--- src/rtl/rob_pkg.sv ---
// Shared ROB definitions: PC width, commit-controller state encoding and ROB entry layout.
package rob_pkg;

    localparam int unsigned PC_W = 16;

    typedef enum logic [1:0] {
        StRun     = 2'd0,
        StFlush   = 2'd1,
        StRecover = 2'd2
    } state_e;

    // Bit offsets of the fields inside a packed ROB entry
    localparam int unsigned ROB_DONE_BIT    = 0;
    localparam int unsigned ROB_MISPRED_BIT = 1;
    localparam int unsigned ROB_STORE_BIT   = 2;
    localparam int unsigned ROB_BUSY_BIT    = 3;
    localparam int unsigned ROB_PC_LSB      = 4;
    localparam int unsigned ROB_ENTRY_W     = ROB_PC_LSB + PC_W;

endpackage

--- src/rtl/rob_retire_select.sv ---
// Combinational grant logic for the two oldest ROB entries: retire enables, store commit,
// and mispredict detection on the youngest retiring entry.
module rob_retire_select
    import rob_pkg::*;
#(
    parameter int unsigned PC_W = rob_pkg::PC_W
) (
    input  logic            run_i,
    input  logic            h1_v_i,
    input  logic            h1_done_i,
    input  logic            h1_mispred_i,
    input  logic [PC_W-1:0] h1_new_pc_i,
    input  logic            h1_store_i,
    input  logic            h2_v_i,
    input  logic            h2_done_i,
    input  logic            h2_mispred_i,
    input  logic [PC_W-1:0] h2_new_pc_i,
    input  logic            h2_store_i,
    input  logic            sb_ready_i,
    output logic            retire1_o,
    output logic            retire2_o,
    output logic            sb_commit_o,
    output logic            mispred_o,
    output logic [PC_W-1:0] target_o
);

    logic ok1;
    logic slot1_mispred;

    always_comb begin
        ok1 = h1_v_i & h1_done_i & (~h1_store_i | sb_ready_i);
        retire1_o = run_i & ok1;
        // Slot 2 only follows slot 1, never past a mispredict, and never as a second store
        retire2_o = retire1_o & ~h1_mispred_i & h2_v_i & h2_done_i
                  & ~(h1_store_i & h2_store_i) & (~h2_store_i | sb_ready_i);
        sb_commit_o = (retire1_o & h1_store_i) | (retire2_o & h2_store_i);
        slot1_mispred = retire1_o & h1_mispred_i;
        mispred_o = (retire2_o & h2_mispred_i) | slot1_mispred;
        target_o = slot1_mispred ? h1_new_pc_i : h2_new_pc_i;
    end

endmodule

--- src/rtl/rob_commit_ctrl.sv ---
// ROB commit sequencer: dual in-order retirement plus the flush/redirect/recovery sequence
// that follows retirement of a mispredicted branch.
module rob_commit_ctrl
    import rob_pkg::*;
#(
    parameter int unsigned PC_W           = rob_pkg::PC_W,
    parameter int unsigned RECOVER_CYCLES = 2,
    parameter int unsigned CNT_W          = 16
) (
    input  logic             CLK,
    input  logic             RST,
    input  logic             Head1_V,
    input  logic             Head1_Done,
    input  logic             Head1_Mispred,
    input  logic [PC_W-1:0]  Head1_NewPC,
    input  logic             Head1_IsStore,
    input  logic             Head2_V,
    input  logic             Head2_Done,
    input  logic             Head2_Mispred,
    input  logic [PC_W-1:0]  Head2_NewPC,
    input  logic             Head2_IsStore,
    input  logic             SB_Commit_Ready,
    output logic             Retire1_En,
    output logic             Retire2_En,
    output logic             SB_Commit_V,
    output logic             Flush,
    output logic             Redirect_V,
    output logic [PC_W-1:0]  Redirect_PC,
    output logic             Dispatch_Stall,
    output logic [CNT_W-1:0] Retired_Count
);

    localparam int unsigned RC_W = $clog2(RECOVER_CYCLES + 1);
    localparam logic [RC_W-1:0] RcInit = RC_W'(RECOVER_CYCLES);

    state_e           state_q, state_d;
    logic [RC_W-1:0]  rc_q, rc_d;
    logic             flush_q, flush_d;
    logic             redir_v_q, redir_v_d;
    logic [PC_W-1:0]  redir_pc_q, redir_pc_d;
    logic             stall_q, stall_d;
    logic [CNT_W-1:0] cnt_q, cnt_d;

    logic             run;
    logic             mispred;
    logic [PC_W-1:0]  target;

    // Gating with RST keeps the grant outputs low for the whole reset pulse
    assign run = (state_q == StRun) & ~RST;

    rob_retire_select #(
        .PC_W(PC_W)
    ) u_select (
        .run_i       (run),
        .h1_v_i      (Head1_V),
        .h1_done_i   (Head1_Done),
        .h1_mispred_i(Head1_Mispred),
        .h1_new_pc_i (Head1_NewPC),
        .h1_store_i  (Head1_IsStore),
        .h2_v_i      (Head2_V),
        .h2_done_i   (Head2_Done),
        .h2_mispred_i(Head2_Mispred),
        .h2_new_pc_i (Head2_NewPC),
        .h2_store_i  (Head2_IsStore),
        .sb_ready_i  (SB_Commit_Ready),
        .retire1_o   (Retire1_En),
        .retire2_o   (Retire2_En),
        .sb_commit_o (SB_Commit_V),
        .mispred_o   (mispred),
        .target_o    (target)
    );

    always_comb begin
        state_d    = state_q;
        rc_d       = rc_q;
        flush_d    = 1'b0;
        redir_v_d  = 1'b0;
        redir_pc_d = redir_pc_q;
        stall_d    = stall_q;
        cnt_d      = cnt_q + CNT_W'(Retire1_En) + CNT_W'(Retire2_En);
        unique case (state_q)
            StRun: begin
                if (mispred) begin
                    state_d    = StFlush;
                    flush_d    = 1'b1;
                    redir_v_d  = 1'b1;
                    redir_pc_d = target;
                    stall_d    = 1'b1;
                end
            end
            StFlush: begin
                state_d = StRecover;
                rc_d    = RcInit;
                stall_d = 1'b1;
            end
            StRecover: begin
                rc_d = rc_q - RC_W'(1);
                if (rc_q == RC_W'(1)) begin
                    state_d = StRun;
                    stall_d = 1'b0;
                end
            end
            default: begin
                state_d = StRun;
                stall_d = 1'b0;
            end
        endcase
    end

    always_ff @(posedge CLK or posedge RST) begin
        if (RST) begin
            state_q    <= StRun;
            rc_q       <= '0;
            flush_q    <= 1'b0;
            redir_v_q  <= 1'b0;
            redir_pc_q <= '0;
            stall_q    <= 1'b0;
            cnt_q      <= '0;
        end else begin
            state_q    <= state_d;
            rc_q       <= rc_d;
            flush_q    <= flush_d;
            redir_v_q  <= redir_v_d;
            redir_pc_q <= redir_pc_d;
            stall_q    <= stall_d;
            cnt_q      <= cnt_d;
        end
    end

    assign Flush          = flush_q;
    assign Redirect_V     = redir_v_q;
    assign Redirect_PC    = redir_pc_q;
    assign Dispatch_Stall = stall_q;
    assign Retired_Count  = cnt_q;

endmodule

--- config.mk ---
export PLATFORM = sky130hd
export DESIGN_NAME = rob_commit_ctrl
export DESIGN_NICKNAME = d
export VERILOG_FILES = /design/src/rtl/rob_pkg.sv /design/src/rtl/rob_retire_select.sv /design/src/rtl/rob_commit_ctrl.sv
export SDC_FILE = /design/constraint.sdc
export NUM_CORES = 1
export LEC_CHECK = 0
export BUFFER_PORTS_ARGS = -buffer_cell sky130_fd_sc_hd__buf_2
export CORE_MARGIN = 1.5
export CORE_UTILIZATION = 48
export CTS_CLUSTER_DIAMETER = 40
export DETAILED_ROUTE_END_ITERATION = 7
export GPL_TIMING_DRIVEN = 0
export HOLD_SLACK_MARGIN = 0.05
export PLACE_DENSITY_LB_ADDON = 0.12
export SLEW_MARGIN = 30
export SYNTH_ARGS = -nofsm -noshare
export SYNTH_HDL_FRONTEND = slang
export SYNTH_SLANG_ARGS = --single-unit
--- constraint.sdc ---
create_clock -name CLK -period 3.4 [get_ports CLK]
set_clock_uncertainty 0.15 [all_clocks]
set_input_delay 0.34 -clock CLK [delete_from_list [all_inputs] [get_ports CLK]]
set_output_delay 0.34 -clock CLK [all_outputs]
set_load 0.05 [all_outputs]
==> run summary <==
The maximum level of the CTS H-tree was 2; the weighted congestion reported at the end of routability-driven placement was 0.725. The critical path is of the in -> reg type. The logs give 2 for the maximum buffer depth of the clock tree and 0 for the post-detailed-route DRC marker count. From left edge to right edge, the die measures 68.9 um. The library cell used most frequently in the layout, excluding fill and tap cells, is buf_2.

At the worst endpoint, the arrival time is 3.22 ns. Highest achievable clock rate: 314 MHz. The vias per cell was 5.02; the TritonCTS sink count was 38. For the net count after synthesis, the log shows 218.

The run gives 25 as the largest net degree at the start of global routing. For this run, the number of Yosys warnings is 0. For the number of pins with negative max-slew slack in the final report, the log shows 0. The floorplan die height was 68.9 um. Cell internal power was estimated by the tool at 1.09 mW. The tools report the worst hold path startpoint as Head2_NewPC[9].

The starting utilization of the core area was 50.9%. The post-synthesis area per instance is 12.5 um2, and the share of async-settable or async-resettable flops after synthesis is 100%. The netlist area before placement was 0.00208 mm2.

The layout has 318 filler cells. The run gives 1.46 nW as the cell leakage power. Max-cap violations in this run came to 0. Yosys mapped a number of flops with a built-in enable equal to 0. Counting I/O delays and the setup requirement, the final critical path takes 3.19 ns. Of all nets on the critical path, the largest fanout is 7. The reg2reg setup slack came out at 0.29 ns.

For this run the aggregate overflow at the end of global routing stands at 0. The endpoint of the lowest-slack register-to-register path is Retired_Count[10]$_DFF_PP0_. The post-route netlist has 56.4% of its cells at a drive strength greater than 1. Of the total power, the clock network draws 13.9%.

The routed length per instance is 13.3 um, and the setup-violating endpoint count in the final report is 0. For the net switching power figure, the log shows 0.937 mW. Setup total negative slack on the finished layout was measured at 0 ns. The run gives 26 as the count of routing violations after the opening detailed-route iteration.

Headroom to the max-slew limit: 76.0%. In this run the critical register-to-register path is launched from state_q[0]$_DFFE_PP0P_. The worst setup path is captured at a register. Counting distinct cell types in the post-synthesis netlist gives 37. Setup repair after global routing left no endpoint under its margin.

The final-report hold violation count is 0. The initial antenna violation count is 0, and the share of the yosys chip area belonging to registers is 45.7%. For the number of global-route vias before repair, the log shows 1,391.

Of the total power, combinational logic draws 51.8%. The number of standard cells in the final layout excluding fillers was 307; the floorplan row count was 23. Pin placement for this block handled 81 I/O pins. The endpoint of the worst hold-timing path is Redirect_PC[9]$_DFFE_PP0P_. The tools report the share of total power in sequential cells as 34.3%. Path type of the worst min-delay path: in -> reg. The tools report the clock latency of the later-clocked register in the worst-skew pair as 0.28 ns. Detailed routing inserted a total of 1,541 vias. The core region is 0.00409 mm2. Number of nets with antenna violations after routing: 0.

The number of cells on the worst reg-to-reg path is 16. The most used flip-flop cell after synthesis is dfrtp_1. Global-route wire length before repair: 6260 um.

The worst setup path is launched from an input port. After synthesis the netlist holds a flip-flop and latch count of 38. The first detailed-routing pass ran for 4 iterations. The design draws 2.03 mW. The flow ran to the end, and the final reports show no timing, DRC or antenna violations. Cell count after synthesis: 167. The top cell types in the final layout, fill and taps aside, are buf_2 (79), dfrtp_1 (38), mux2_4 (18). The number of antenna diodes in the final layout is 0. Post-CTS repair changed the size of 0 cells.

Clock tree synthesis inserted a total of 5 buffers. Timing analysis after detailed placement gives a worst setup slack of 0.183 ns. After clock tree synthesis, the clock-pin slew on the worst setup and hold paths is 0.07 ns. The final critical path takes up 93.8% of the cycle. The area growth from synthesis to layout was 32.3%; the die area was 0.00474 mm2.

Of the total power, the share spent switching nets is 46.1%. The estimated wirelength of the detail-placed design is 3090 um. In this run, placement finished with an instance count of 297. At the pin with the least slew margin, the transition time is 0.360 ns. After the last flow step, the layout net total stands at 308. The total track usage was 18.2%; the final wirelength was 4090 um. The power per standard cell area was 737 mW/mm2; the maximum VDD drop was 406 uV.

TritonCTS built the clock tree. The CTS root buffer is clkbuf_8. The hold path depth works out to 3.

The number of port buffers was 79. Across all setup checks in the final design, the least slack found is 0.211 ns. Data on the critical path is required at its endpoint by 3.43 ns.
## worst max-delay path by stage
stage                           startpoint                           to
global placement    state_q[0]$_DFFE_PP0P_  Retired_Count[11]$_DFF_PP0_
floorplan           state_q[1]$_DFFE_PP0P_  Retired_Count[10]$_DFF_PP0_
global route                           RST  Retired_Count[15]$_DFF_PP0_
CTS                                    RST  Retired_Count[15]$_DFF_PP0_
finish                                 RST  Retired_Count[10]$_DFF_PP0_
detailed placement  state_q[1]$_DFFE_PP0P_   Retired_Count[9]$_DFF_PP0_
## critical path, stage by stage
cell           delay, ns
dlygate4sd3_1       0.54
buf_2               0.13
and4b_4             0.34
and2_4              0.15
buf_12              0.12
inv_8               0.04
a2111oi_4           0.20
inv_1               0.10
fa_2                0.35
buf_4               0.14
inv_2               0.06
ha_4                0.14
nand3_4             0.10
nor2_4              0.17
nand4_1             0.13
xnor2_1             0.14
## through the flow
| step | hold slack (ns) | utilization (%) | instance area (um2) |
|---|---|---|---|
| after floorplan | 0.358 | - | 2170 |
| after global placement | 0.303 | 64.2 | 2620 |
| after detailed placement | 0.195 | 64.9 | 2650 |
| after CTS | 0.251 | 67.1 | 2740 |
| after global routing | 0.258 | 67.4 | 2760 |
| final | 0.263 | 67.4 | 2760 |
## state kept, by name, summed over array words and instances (netlist names)
register / count
rc_q: 2
Dispatch_Stall: 1
Redirect_PC: 16
state_q: 2
Retired_Count: 16
Redirect_V: 1
## Yosys cell counts, types with 3 or more instances
cell     count  area (um2)
nand4_1      3        18.8
inv_1       13        48.8
dfrtp_1     38         951
mux2_2      14         158
nand3_1     10        50.1
xor2_1       6        52.6
nor2_1       8        30.0
nand2_1      8        30.0
ha_1         7        87.6
mux2_4      18         270
o21ai_0      3        15.0
xnor2_1      8        70.1
## kinds of logic (layout without fill, tap and decap cells)
group,count (synthesis),count (layout),synth area share (%)
flops,38,38,45.7
buf+inv,19,109,5.35
fa+ha+maj,8,8,5.17
mux,32,32,20.6
compound gates,12,12,5.29
xor+xnor,14,14,5.89
simple gates,44,44,12.1
## power by group through the flow
stage	combinational, mW	sequential [mW]	clock (mW)
6_report	1.05	0.696	0.283
3_5_place_dp	1.06	0.705	0
5_1_grt	1.12	0.718	0.313
4_1_cts	1.06	0.698	0.297
3_3_place_gp	1.04	0.697	0
2_1_floorplan	0.380	1.14	0
## metal layers
layer	routed length [um]	GRT usage, %	vias up
met3	275	5.68	6
met2	1990	30.8	48
li1	-	-	759
met5	0	0	-
met1	1770	22.2	728
met4	51	5.88	0
## final cells by class
type                    count  area (um2)  area share, %
repair buffers             83         448           16.3
plain buffers               6        71.3           2.59
inverters                  13        56.3           2.04
clock inverters             2        10.0          0.363
multi-input cells         110        1090           39.5
flip-flops and latches     38         951           34.5
well taps                  50        62.6           2.27
clock buffers               5        68.8           2.50
## what timing repair did
| item | CTS | global route |
|---|---|---|
| endpoints found under the hold margin | 14 | 0 |
| setup buffers | 0 | 2 |
| endpoints found under the setup margin | 0 | 4 |
| hold buffers | 1 | 0 |
Power figures use the tool's default switching activity.
